### src/rtl/chroma_pkg.sv
// chroma_pkg: constants, sample type and output arithmetic helpers shared by
// the chroma modulator, its bus interface and the sine/cosine table.
package chroma_pkg;

  // Per-clock phase increments for a 48 MHz clock and a 32-bit accumulator.
  localparam logic [31:0] PAL_FREQ_WORD_48M  = 32'd396713490;
  localparam logic [31:0] NTSC_FREQ_WORD_48M = 32'd320292264;

  typedef logic signed [7:0] sample_t;

  // NTSC burst sits on -U. PAL burst uses 14 per axis, about 20/sqrt(2).
  localparam sample_t BURST_AMP_NTSC = 8'sd20;
  localparam sample_t BURST_AMP_PAL  = 8'sd14;

  localparam int LUT_IDX_BITS  = 8;
  localparam int LUT_QTR_DEPTH = 64;
  localparam int LUT_AMP       = 127;

  // (s + 64) >>> 7 on the 17-bit sum. The result always fits in 10 bits.
  function automatic logic signed [9:0] round_s17(input logic signed [16:0] s);
    logic signed [16:0] t;
    t = s + 17'sd64;
    return 10'(t >>> 7);
  endfunction

  // Clamp the rounded value to the signed 8-bit output range.
  function automatic sample_t sat8(input logic signed [9:0] r);
    if (r > 10'sd127)
      return 8'h7F;
    else if (r < -10'sd128)
      return 8'h80;
    else
      return 8'(r);
  endfunction

endpackage

### src/rtl/chroma_modulator_if.sv
// chroma_modulator_if: picture-side inputs and modulated output of the chroma
// modulator. Defining CHROMA_PHASE_RESET_EN adds the frame_start pulse.
interface chroma_modulator_if;
  import chroma_pkg::*;

  logic    pal_mode;
  sample_t u;
  sample_t v;
  logic    newline;
  logic    burst_window;
  logic    active;
`ifdef CHROMA_PHASE_RESET_EN
  logic    frame_start;
`endif
  sample_t out;

  modport master (
    output pal_mode, u, v, newline, burst_window, active,
`ifdef CHROMA_PHASE_RESET_EN
    output frame_start,
`endif
    input  out
  );

  modport slave (
    input  pal_mode, u, v, newline, burst_window, active,
`ifdef CHROMA_PHASE_RESET_EN
    input  frame_start,
`endif
    output out
  );

endinterface

### src/rtl/chroma_modulator_sine_lut.sv
// sine_lut: combinational 256-point sine/cosine from a 64-entry quarter-wave
// table with amplitude 127. Index bits [7:6] pick the quadrant.
module sine_lut
  import chroma_pkg::*;
(
  input  logic [7:0] i_idx,
  output sample_t    o_sin,
  output sample_t    o_cos
);

  // round(127 * sin(2*pi*k/256)) for k = 0..63. The 90 degree point (127)
  // is not in the table and is produced by the quadrant logic.
  localparam logic [6:0] QTR [LUT_QTR_DEPTH] = '{
      7'd0,   7'd3,   7'd6,   7'd9,   7'd12,  7'd16,  7'd19,  7'd22,
      7'd25,  7'd28,  7'd31,  7'd34,  7'd37,  7'd40,  7'd43,  7'd46,
      7'd49,  7'd51,  7'd54,  7'd57,  7'd60,  7'd63,  7'd65,  7'd68,
      7'd71,  7'd73,  7'd76,  7'd78,  7'd81,  7'd83,  7'd85,  7'd88,
      7'd90,  7'd92,  7'd94,  7'd96,  7'd98,  7'd100, 7'd102, 7'd104,
      7'd106, 7'd107, 7'd109, 7'd111, 7'd112, 7'd113, 7'd115, 7'd116,
      7'd117, 7'd118, 7'd120, 7'd121, 7'd122, 7'd122, 7'd123, 7'd124,
      7'd125, 7'd125, 7'd126, 7'd126, 7'd126, 7'd127, 7'd127, 7'd127};

  // Odd quadrants read the table mirrored (64 - a). The upper half is negated.
  function automatic sample_t sin_of(input logic [7:0] idx);
    logic [5:0] a;
    logic [6:0] mag;
    a = idx[5:0];
    if (idx[6])
      mag = (a == 6'd0) ? 7'(LUT_AMP) : QTR[6'd0 - a];
    else
      mag = QTR[a];
    return idx[7] ? -$signed({1'b0, mag}) : $signed({1'b0, mag});
  endfunction

  // cos is the sine a quarter turn ahead. The 8-bit index wraps.
  always_comb begin
    o_sin = sin_of(i_idx);
    o_cos = sin_of(i_idx + 8'd64);
  end

endmodule

### src/rtl/chroma_modulator.sv
// chroma_modulator: DDS quadrature chroma modulator with burst insertion and
// PAL V-axis line switch. Out = sat(round((u'*sin + vsign*v'*cos) / 128)).
// Latency: out updates on the third rising edge, counting the edge that samples
// the inputs. Defining CHROMA_PHASE_RESET_EN adds bus.frame_start, which zeroes
// the phase and forces vsign to +1.
module chroma_modulator
  import chroma_pkg::*;
#(
  parameter int unsigned           PHASE_BITS     = 32,
  parameter logic [PHASE_BITS-1:0] PAL_FREQ_WORD  = PHASE_BITS'(PAL_FREQ_WORD_48M),
  parameter logic [PHASE_BITS-1:0] NTSC_FREQ_WORD = PHASE_BITS'(NTSC_FREQ_WORD_48M)
) (
  input logic               clk,
  input logic               rst_n,
  chroma_modulator_if.slave bus
);

  logic [PHASE_BITS-1:0] r_phase;
  logic                  r_vneg;       // 1 means vsign = -1
  logic [7:0]            w_idx;
  sample_t               w_sin, w_cos;
  logic                  w_vneg;
  sample_t               w_u_src, w_v_src;

  sample_t               r_u1, r_v1, r_sin1, r_cos1;
  logic                  r_vneg1;
  logic signed [8:0]     w_v9;
  logic signed [15:0]    r_pu2, r_pv2;
  logic signed [16:0]    w_sum;
  sample_t               r_out;

  assign w_idx = r_phase[PHASE_BITS-1 -: LUT_IDX_BITS];

  sine_lut u_lut (
    .i_idx (w_idx),
    .o_sin (w_sin),
    .o_cos (w_cos)
  );

  // Phase accumulator. A mode switch changes only the increment, not the phase.
  always_ff @(posedge clk or negedge rst_n) begin
    if (!rst_n)
      r_phase <= '0;
`ifdef CHROMA_PHASE_RESET_EN
    else if (bus.frame_start)
      r_phase <= '0;
`endif
    else
      r_phase <= r_phase + (bus.pal_mode ? PAL_FREQ_WORD : NTSC_FREQ_WORD);
  end

  // PAL line switch. It toggles on newline, stays at +1 in NTSC, and a new value
  // only reaches the samples that follow the pulse.
  always_ff @(posedge clk or negedge rst_n) begin
    if (!rst_n)
      r_vneg <= 1'b0;
`ifdef CHROMA_PHASE_RESET_EN
    else if (bus.frame_start)
      r_vneg <= 1'b0;
`endif
    else if (!bus.pal_mode)
      r_vneg <= 1'b0;
    else if (bus.newline)
      r_vneg <= ~r_vneg;
  end

  // In NTSC the sign is +1 even in the cycle where the register is still
  // clearing after a mode change.
  assign w_vneg = bus.pal_mode & r_vneg;

  // Source select. Burst has priority over picture. Blanking modulates zero.
  always_comb begin
    w_u_src = '0;
    w_v_src = '0;
    if (bus.burst_window) begin
      if (bus.pal_mode) begin
        w_u_src = -BURST_AMP_PAL;
        w_v_src = BURST_AMP_PAL;
      end else begin
        w_u_src = -BURST_AMP_NTSC;
      end
    end else if (bus.active) begin
      w_u_src = bus.u;
      w_v_src = bus.v;
    end
  end

  // V is widened to 9 bits before negation so -(-128) stays +128.
  assign w_v9  = r_vneg1 ? -$signed({r_v1[7], r_v1}) : $signed({r_v1[7], r_v1});
  assign w_sum = 17'(r_pu2) + 17'(r_pv2);

  // Three-stage pipeline: operands, products, then round and saturate.
  always_ff @(posedge clk or negedge rst_n) begin
    if (!rst_n) begin
      r_u1    <= '0;
      r_v1    <= '0;
      r_sin1  <= '0;
      r_cos1  <= '0;
      r_vneg1 <= 1'b0;
      r_pu2   <= '0;
      r_pv2   <= '0;
      r_out   <= '0;
    end else begin
      r_u1    <= w_u_src;
      r_v1    <= w_v_src;
      r_sin1  <= w_sin;
      r_cos1  <= w_cos;
      r_vneg1 <= w_vneg;
      r_pu2   <= 16'(r_u1) * 16'(r_sin1);
      r_pv2   <= 16'(w_v9) * 16'(r_cos1);
      r_out   <= sat8(round_s17(w_sum));
    end
  end

  assign bus.out = r_out;

endmodule

### src/flat_wrapper.sv
// flat-port wrapper written by rule: the top's interface ports become plain ports
module chroma_modulator_flat import chroma_pkg::*;
#(
  parameter int unsigned           PHASE_BITS     = 32,
  parameter logic [PHASE_BITS-1:0] PAL_FREQ_WORD  = PHASE_BITS'(PAL_FREQ_WORD_48M),
  parameter logic [PHASE_BITS-1:0] NTSC_FREQ_WORD = PHASE_BITS'(NTSC_FREQ_WORD_48M)
)
  (clk, rst_n, bus_pal_mode, bus_u, bus_v, bus_newline, bus_burst_window, bus_active, bus_out);
  chroma_modulator_if bus_i ();
  input logic clk;
  input logic rst_n;
  input wire logic [$bits(bus_i.pal_mode)-1:0] bus_pal_mode;
  input wire logic [$bits(bus_i.u)-1:0] bus_u;
  input wire logic [$bits(bus_i.v)-1:0] bus_v;
  input wire logic [$bits(bus_i.newline)-1:0] bus_newline;
  input wire logic [$bits(bus_i.burst_window)-1:0] bus_burst_window;
  input wire logic [$bits(bus_i.active)-1:0] bus_active;
  output wire logic [$bits(bus_i.out)-1:0] bus_out;
  assign bus_i.pal_mode = bus_pal_mode;
  assign bus_i.u = bus_u;
  assign bus_i.v = bus_v;
  assign bus_i.newline = bus_newline;
  assign bus_i.burst_window = bus_burst_window;
  assign bus_i.active = bus_active;
  assign bus_out = bus_i.out;
  chroma_modulator #(.PHASE_BITS(PHASE_BITS), .PAL_FREQ_WORD(PAL_FREQ_WORD), .NTSC_FREQ_WORD(NTSC_FREQ_WORD)) u_core (.clk(clk), .rst_n(rst_n), .bus(bus_i));
endmodule
### config.mk
export PLATFORM = sky130hd
export DESIGN_NAME = chroma_modulator_flat
export DESIGN_NICKNAME = d
export VERILOG_FILES = /design/src/rtl/chroma_pkg.sv /design/src/rtl/chroma_modulator_if.sv /design/src/rtl/chroma_modulator_sine_lut.sv /design/src/rtl/chroma_modulator.sv /design/src/flat_wrapper.sv
export SDC_FILE = /design/constraint.sdc
export NUM_CORES = 1
export LEC_CHECK = 0
export BUFFER_PORTS_ARGS = -buffer_cell sky130_fd_sc_hd__buf_4
export CAP_MARGIN = 40
export CORE_MARGIN = 2
export CORE_UTILIZATION = 59
export CTS_CLUSTER_DIAMETER = 120
export DETAILED_ROUTE_END_ITERATION = 12
export PLACE_DENSITY = 0.79
export SLEW_MARGIN = 20
export SYNTH_ARGS = -nofsm -noshare
export SYNTH_HDL_FRONTEND = slang
export SYNTH_SLANG_ARGS = --single-unit
### constraint.sdc
create_clock -name clk -period 4.7 [get_ports clk]
set_input_delay 0.235 -clock clk [delete_from_list [all_inputs] [get_ports clk]]
set_output_delay 0.235 -clock clk [all_outputs]
set_load 0.05 [all_outputs]
==> results of run 1 <==
-- worst max path at each step --
stage	start	endpoint	cells past startpoint
floorplan	u_core.r_v1[0]	u_core.r_pv2[14]	21
global placement	u_core.r_v1[1]	u_core.r_pv2[14]	21
detailed placement	u_core.r_v1[0]	u_core.r_pv2[14]	19
CTS	u_core.r_v1[0]	u_core.r_pv2[14]	20
global route	u_core.r_v1[2]	u_core.r_pv2[14]	18
finish	u_core.r_v1[2]	u_core.r_pv2[14]	18
-- cell usage after synthesis, types with 5 or more instances --
| library cell | number | area, um2 |
|---|---|---|
| or3_1 | 7 | 43.8 |
| a31oi_1 | 10 | 62.6 |
| or2_2 | 5 | 31.3 |
| inv_1 | 190 | 713 |
| nand3_1 | 16 | 80.1 |
| a311oi_1 | 5 | 43.8 |
| o31ai_1 | 11 | 82.6 |
| ha_1 | 113 | 1410 |
| a21oi_1 | 41 | 205 |
| nor2b_1 | 58 | 363 |
| o21a_1 | 7 | 52.6 |
| a21boi_0 | 7 | 52.6 |
| fa_1 | 113 | 2260 |
| a211o_1 | 6 | 52.6 |
| and2_1 | 74 | 463 |
| clkbuf_1 | 25 | 93.8 |
| a21o_1 | 30 | 225 |
| mux2i_1 | 8 | 80.1 |
| nand2_1 | 76 | 285 |
| xor2_1 | 27 | 236 |
| nor2_1 | 52 | 195 |
| buf_2 | 8 | 40.0 |
| nor3_1 | 20 | 100 |
| a211oi_1 | 10 | 75.1 |
| xnor2_1 | 59 | 517 |
| dfrtp_1 | 105 | 2630 |
| nand2b_1 | 28 | 175 |
| o21ai_0 | 40 | 200 |
| o211ai_1 | 12 | 90.1 |
-- registers in the layout, indices dropped and copies added, names as in the netlist --
name	count
u_core.r_u1	8
u_core.r_v1	8
u_core.r_vneg1	1
u_core.r_cos1	8
u_core.r_phase	31
u_core.r_pv2	16
u_core.bus.out	8
u_core.r_vneg	1
u_core.r_pu2	16
u_core.r_sin1	8
-- cell families (layout without fill, tap and decap cells) --
logic type,Yosys count,count (layout),share of synthesized area [%]
buffers and inverters,228,314,7.54
XOR/XNOR,88,88,6.67
adder cells (fa/ha/maj),226,226,31.2
multiplexers,18,18,2.05
AO/OA/AOI/OAI,230,230,13.4
flip-flops,105,105,22.3
AND/OR/NAND/NOR,366,366,16.8
-- per-layer routing --
| metal | vias up | track usage (%) |
|---|---|---|
| met3 | 56 | 2.96 |
| met2 | 216 | 44.3 |
| li1 | 4334 | - |
| met1 | 4467 | 31.7 |
| met5 | - | 0 |
| met4 | 0 | 6.81 |
-- area by class of cell --
cell class,count,area share [%]
Timing Repair Buffer,107,6.42
Multi-Input combinational cell,928,64.3
Sequential cell,105,19.4
Clock inverter,7,0.525
Tap cell,265,2.44
Clock buffer,9,1.66
Inverter,191,5.29
-- stage by stage --
step	setup WS [ns]	instance area [um2]	util, %
detailed placement	-0.206	12700	65.3
global route	-0.463	13600	69.6
CTS	-0.0704	13300	68.3
global placement	-0.0408	12700	65.1
finish	-0.273	13600	69.6
floorplan	-0.00395	12000	-
-- timing repair --
item,CTS,global route
endpoints found under the hold margin,19,0
pin swaps,46,37
gates resized for setup,41,38
hold buffers,1,0
setup endpoints to repair,4,10
buffers inserted,12,15
==> impl_results.md, run 1 <==
- Routed Antenna Nets: 0
- Commonest non-fill, non-tap cell in the layout: inv_1
- Setup TNS: -0.743 ns
- Slowest CP cell: fa_1
- Total GRT Usage: between 20 and 25%
- Post-Syn Instances: between 1000 and 1500
- Fill cells: ~1400
- Crit path max fanout: 3
- Rel. slew slack: between 40% and 50%
- Sequential element share of the synthesized area: ~22%
- Avg Cell Area, Syn: 9.34 um2
- Vias: 9073
- DRT met1 WL: 11.1 mm
- Hold_sp: bus_v[7]
- Outcome: complete, but fails checks
- Top_reg_cell synth: dfrtp_1
- CP Class: reg -> reg
- Distinct cell type count after synthesis: 83
- CP required: about 5.0 ns
- CTS clk-pin slew, worst paths: ~0.08 ns
- Max Freq: 201 MHz
- CTS Buf Count: 9
- CTS tree: yes
- Area of the mapped netlist: 11800 um2
- Final min period: slightly below 5 ns
- Hold Path Depth: 2
- CTS H-tree depth: 3
- Multi-input logic area: slightly below 9000 um2
- GPL Wtd Cong: 0.944
- FF-to-FF setup slack: -0.27 ns
- Hold Path Sink: u_core.r_v1[7]
- Wire length of the first global-routing pass: approximately 43 mm
- DR iter-0 viols: about 360
- Initial antenna violation count: 0
- Worst-Margin Slew: approximately 0.87 ns
- Critical Path, Cell by Cell: nor3_4, nand3_2, nand2_4, nand2_2, xor2_2, buf_4, and2_1, fa_1, fa_1, fa_1, inv_1, fa_1, inv_1, ha_1, a21boi_2, o21ai_2, or4b_4, o211ai_1
- HP Class: in -> reg
- Largest net degree at the start of global routing: between 40 and 50
- Final hold slack: between 0.07 and 0.08 ns
- Met2 WL: around 13 mm
- Starting Density: roughly 60%
- Ant diodes: 0
- Clock Path Buffers: 2
- Port bufs: 29
- Tcrit/Tclk final: 106%
- Area grow syn2layout: 15.3%
- DR WL met3: roughly 1000 um
- Max-cap violation count: 0
- Core area: roughly 20000 um2
- Cell family with most CP delay: adder cells
- Fin. max-slew vios: 0
- Number of I/O pins: 30
- Async SR Flop Fraction: 100%
- Final hold viol count: 0
- CTS Sinks: about 110
- Critical path capture point type: flip-flop
- Seq. cell area: around 2600 um2
- Final worst slack: -0.273 ns
- CP Buf/Inv Count: 3
- Worst reg2reg path depth: 18
- #FFs+latches synth: between 100 and 150
- Final Skew: 0.0135 ns
- Routed Wire Length: ~26 mm
- R2R Path Start: u_core.r_v1[2]
- Die Y: between 100 and 150 um
- Die ar.: roughly 21000 um2
- RSZ-0062 raised after global routing: yes
- Worst r2r dst: u_core.r_pv2[14]
- DR WL/cell: ~16 um
- Worst-Skew Late Latency: 0.36 ns
- Vias in the first global route: slightly above 9000
- Failing checks: negative setup slack
- Total grt overflow: 0
- Non-Filler Instances: between 1500 and 2000
- Placed Cells: 1570
- Layout cells sized above 1: approximately 17%
- Nets: 1590
- Worst Setup Start Kind: flip-flop
- Yosys warnings: 0
- Post-synth EDFFs: 0
- CP dominant cell by count: fa_1
- Most frequent cells in the layout: inv_1 (180), fa_1 (110), dfrtp_1 (102)
- Slowest stage delay, CP: 0.55 ns
- DP HPWL: 19.6 mm
- Final setup fails: 5
- Row count: between 50 and 60
- DR vias/cell: around 5.6
- Syn Nets: 1509
- Pre-antenna DRT Iters: 5
- Uppermost layer routed: met4
- Die Wd: 145 um
- DRC: 0
- Clock root buffer: clkbuf_16
- CP Data Arrival Time: approximately 5.2 ns
Power of run 1 is left out: the tool's default activity adds up to more than one toggle a clock period on the data nets, which glitch-free logic cannot reach.
==> inputs of run 2 (changes only) <==
- CELL_PAD_IN_SITES_DETAIL_PLACEMENT: unset -> 1
- CELL_PAD_IN_SITES_GLOBAL_PLACEMENT: unset -> 1
- CORE_UTILIZATION: 59 -> 25
- PLACE_DENSITY: 0.79 -> unset
- PLACE_DENSITY_LB_ADDON: unset -> 0.1
==> run 2 against run 1 <==
Net effect: the flow still finishes with violations (negative setup slack); global-route usage shrank 12 points; worst hold slack got worse by 0.019 ns; register-to-register slack gained 0.16 ns; clock skew is 0.0027 ns higher; critical path type unchanged; largest cell class unchanged; highest routed layer unchanged.
==> impl_results.md, run 2 (synthesis results as in run 1) <==
- GPL Wtd Cong: around 0.74
- CP Launch Point: u_core.r_v1[2]
- Nets: 1620
- CTS Buf Count: 9
- Clock root buffer: clkbuf_16
- Port bufs: 29
- Max reg flops: 31
- DR vias/cell: 4.48
- CP Class: reg -> reg
- Failing checks: negative setup slack
- CTS Sinks: 105
- R2R Path Start: u_core.r_v1[2]
- Clock Path Buffers: 2
- Max Freq: roughly 210 MHz
- Final hold slack: ~0.056 ns
- Worst-Skew Late Latency: approximately 0.39 ns
- Outcome: complete, but fails checks
- Tcrit/Tclk final: 102%
- Total grt overflow: 0
- Worst reg2reg path depth: 22
- Design Area, Final: 14200 um2
- CP Data Arrival Time: just over 5 ns
- Die ar.: roughly 49000 um2
- Post-DP Area: 13500 um2
- Vias: slightly below 9000
- Commonest non-fill, non-tap cell in the layout: inv_1
- Layout cells sized above 1: between 10% and 20%
- Initial antenna violation count: 0
- Setup TNS: -0.165 ns
- Ant diodes: 0
- Fin. max-slew vios: 0
- Area grow syn2layout: 20.2%
- HP Class: in -> reg
- DR iter-0 viols: a little under 300
- CTS clk-pin slew, worst paths: 0.08 ns
- Die Y: between 200 and 250 um
- Number of I/O pins: 30
- FF-to-FF setup slack: -0.12 ns
- Routed Wire Length: around 30 mm
- Wire length of the first global-routing pass: 51.2 mm
- Max-cap violation count: 0
- DP HPWL: around 25 mm
- Final Skew: between 0.015 and 0.02 ns
- DRC: 0
- Final min period: slightly below 5 ns
- CP required: 4.99 ns
- Most frequent cells in the layout: inv_1 (179), buf_4 (134), fa_1 (110)
- Critical path capture point type: flip-flop
- Worst r2r dst: u_core.r_pv2[14]
- Vias in the first global route: just under 10000
- Pre-antenna DRT Iters: 4
- Seq. cell area: between 2000 and 3000 um2
- Die Wd: between 200 and 250 um
- Worst-Margin Slew: 0.801 ns
- Multi-input logic area: about 8700 um2
- Starting Density: around a quarter
- Crit path max fanout: 5
- Worst Setup Start Kind: flip-flop
- Largest net degree at the start of global routing: a little over 50
- Biggest regs: u_core.r_phase (31), u_core.r_pu2 (16), u_core.r_pv2 (16)
- Capture point of the worst path: u_core.r_pv2[14]
- Final worst slack: -0.117 ns
- Fill cells: about 5400
- CTS H-tree depth: 3
- Row count: approximately 80
- CTS tree: yes
- RSZ-0062 raised after global routing: yes
- Final setup fails: 2
- Rel. slew slack: between 40% and 50%
- Final core occ: 30.4%
- Core area: between 40000 and 50000 um2
- DR WL/cell: 15.4 um
- Final hold viol count: 0
- Total GRT Usage: about an eighth
- Routed Antenna Nets: 0
- Most flops, register: u_core.r_phase
[run 2: cell count changes in the layout (fill, tap and decap cells not counted), moves of 3 or more]
cell     change
a21oi_2      +3
nor2b_4      -4
buf_6        -8
buf_4       +39
nand2_2      +4
nand2_4      -3
[run 2: cell type report]
type	count	area share, %
Timing Repair Buffer	137	7.28
Clock buffer	10	1.69
Tap cell	607	5.36
Sequential cell	105	18.6
Inverter	191	5.08
Multi-Input combinational cell	928	61.5
Clock inverter	6	0.530
[run 2: what timing repair did]
| action | in CTS | in global routing |
|---|---|---|
| endpoints found under the setup margin | 6 | 11 |
| buffers inserted | 4 | 7 |
| endpoints found under the hold margin | 33 | 0 |
| resized for setup | 25 | 46 |
| hold buffers | 1 | 0 |
| pin swaps | 17 | 24 |
[run 2: worst min path at each step]
stage	cells after the start	start	slack [ns]	endpoint
finish	3	bus_v[2]	0.06	u_core.r_v1[2]
global route	2	bus_v[5]	0.04	u_core.r_v1[5]
CTS	2	bus_v[7]	0.03	u_core.r_v1[7]
detailed placement	1	rst_n	0.23	u_core.r_pv2[15]
global placement	1	rst_n	0.22	u_core.r_pv2[15]
floorplan	0	rst_n	-0.06	u_core.bus.out[0]
[run 2: routing by layer]
| metal | track usage (%) | share of wire, % | up-vias |
|---|---|---|---|
| li1 | - | - | 4378 |
| met1 | 17.1 | 48 | 4428 |
| met2 | 22.1 | 49 | 51 |
| met3 | 1.69 | 1.5 | 23 |
| met4 | 3.20 | 1.2 | 0 |
| met5 | 0 | 0 | - |
[run 2: critical path, cell delays in order (launching register included)]
cell      delay [ns]
dfrtp_2         0.45
nor3_4          0.21
nand3b_1        0.14
buf_4           0.15
nor2_1          0.09
nor2_1          0.06
mux2i_2         0.21
buf_6           0.16
buf_4           0.11
nor2b_1         0.05
fa_1            0.52
inv_2           0.07
fa_1            0.49
inv_2           0.04
fa_1            0.47
inv_1           0.05
fa_1            0.49
inv_2           0.05
ha_4            0.21
buf_4           0.15
or3_1           0.36
o311a_1         0.13
o211ai_1        0.09
[run 2: stage by stage]
stage               setup WS, ns  std cells
floorplan               -0.00395       1261
CTS                       -0.139       1977
global placement          -0.402       1955
finish                    -0.117       1984
detailed placement        -0.390       1956
global route              -0.381       1984
Power of run 2 is left out for the same reason.
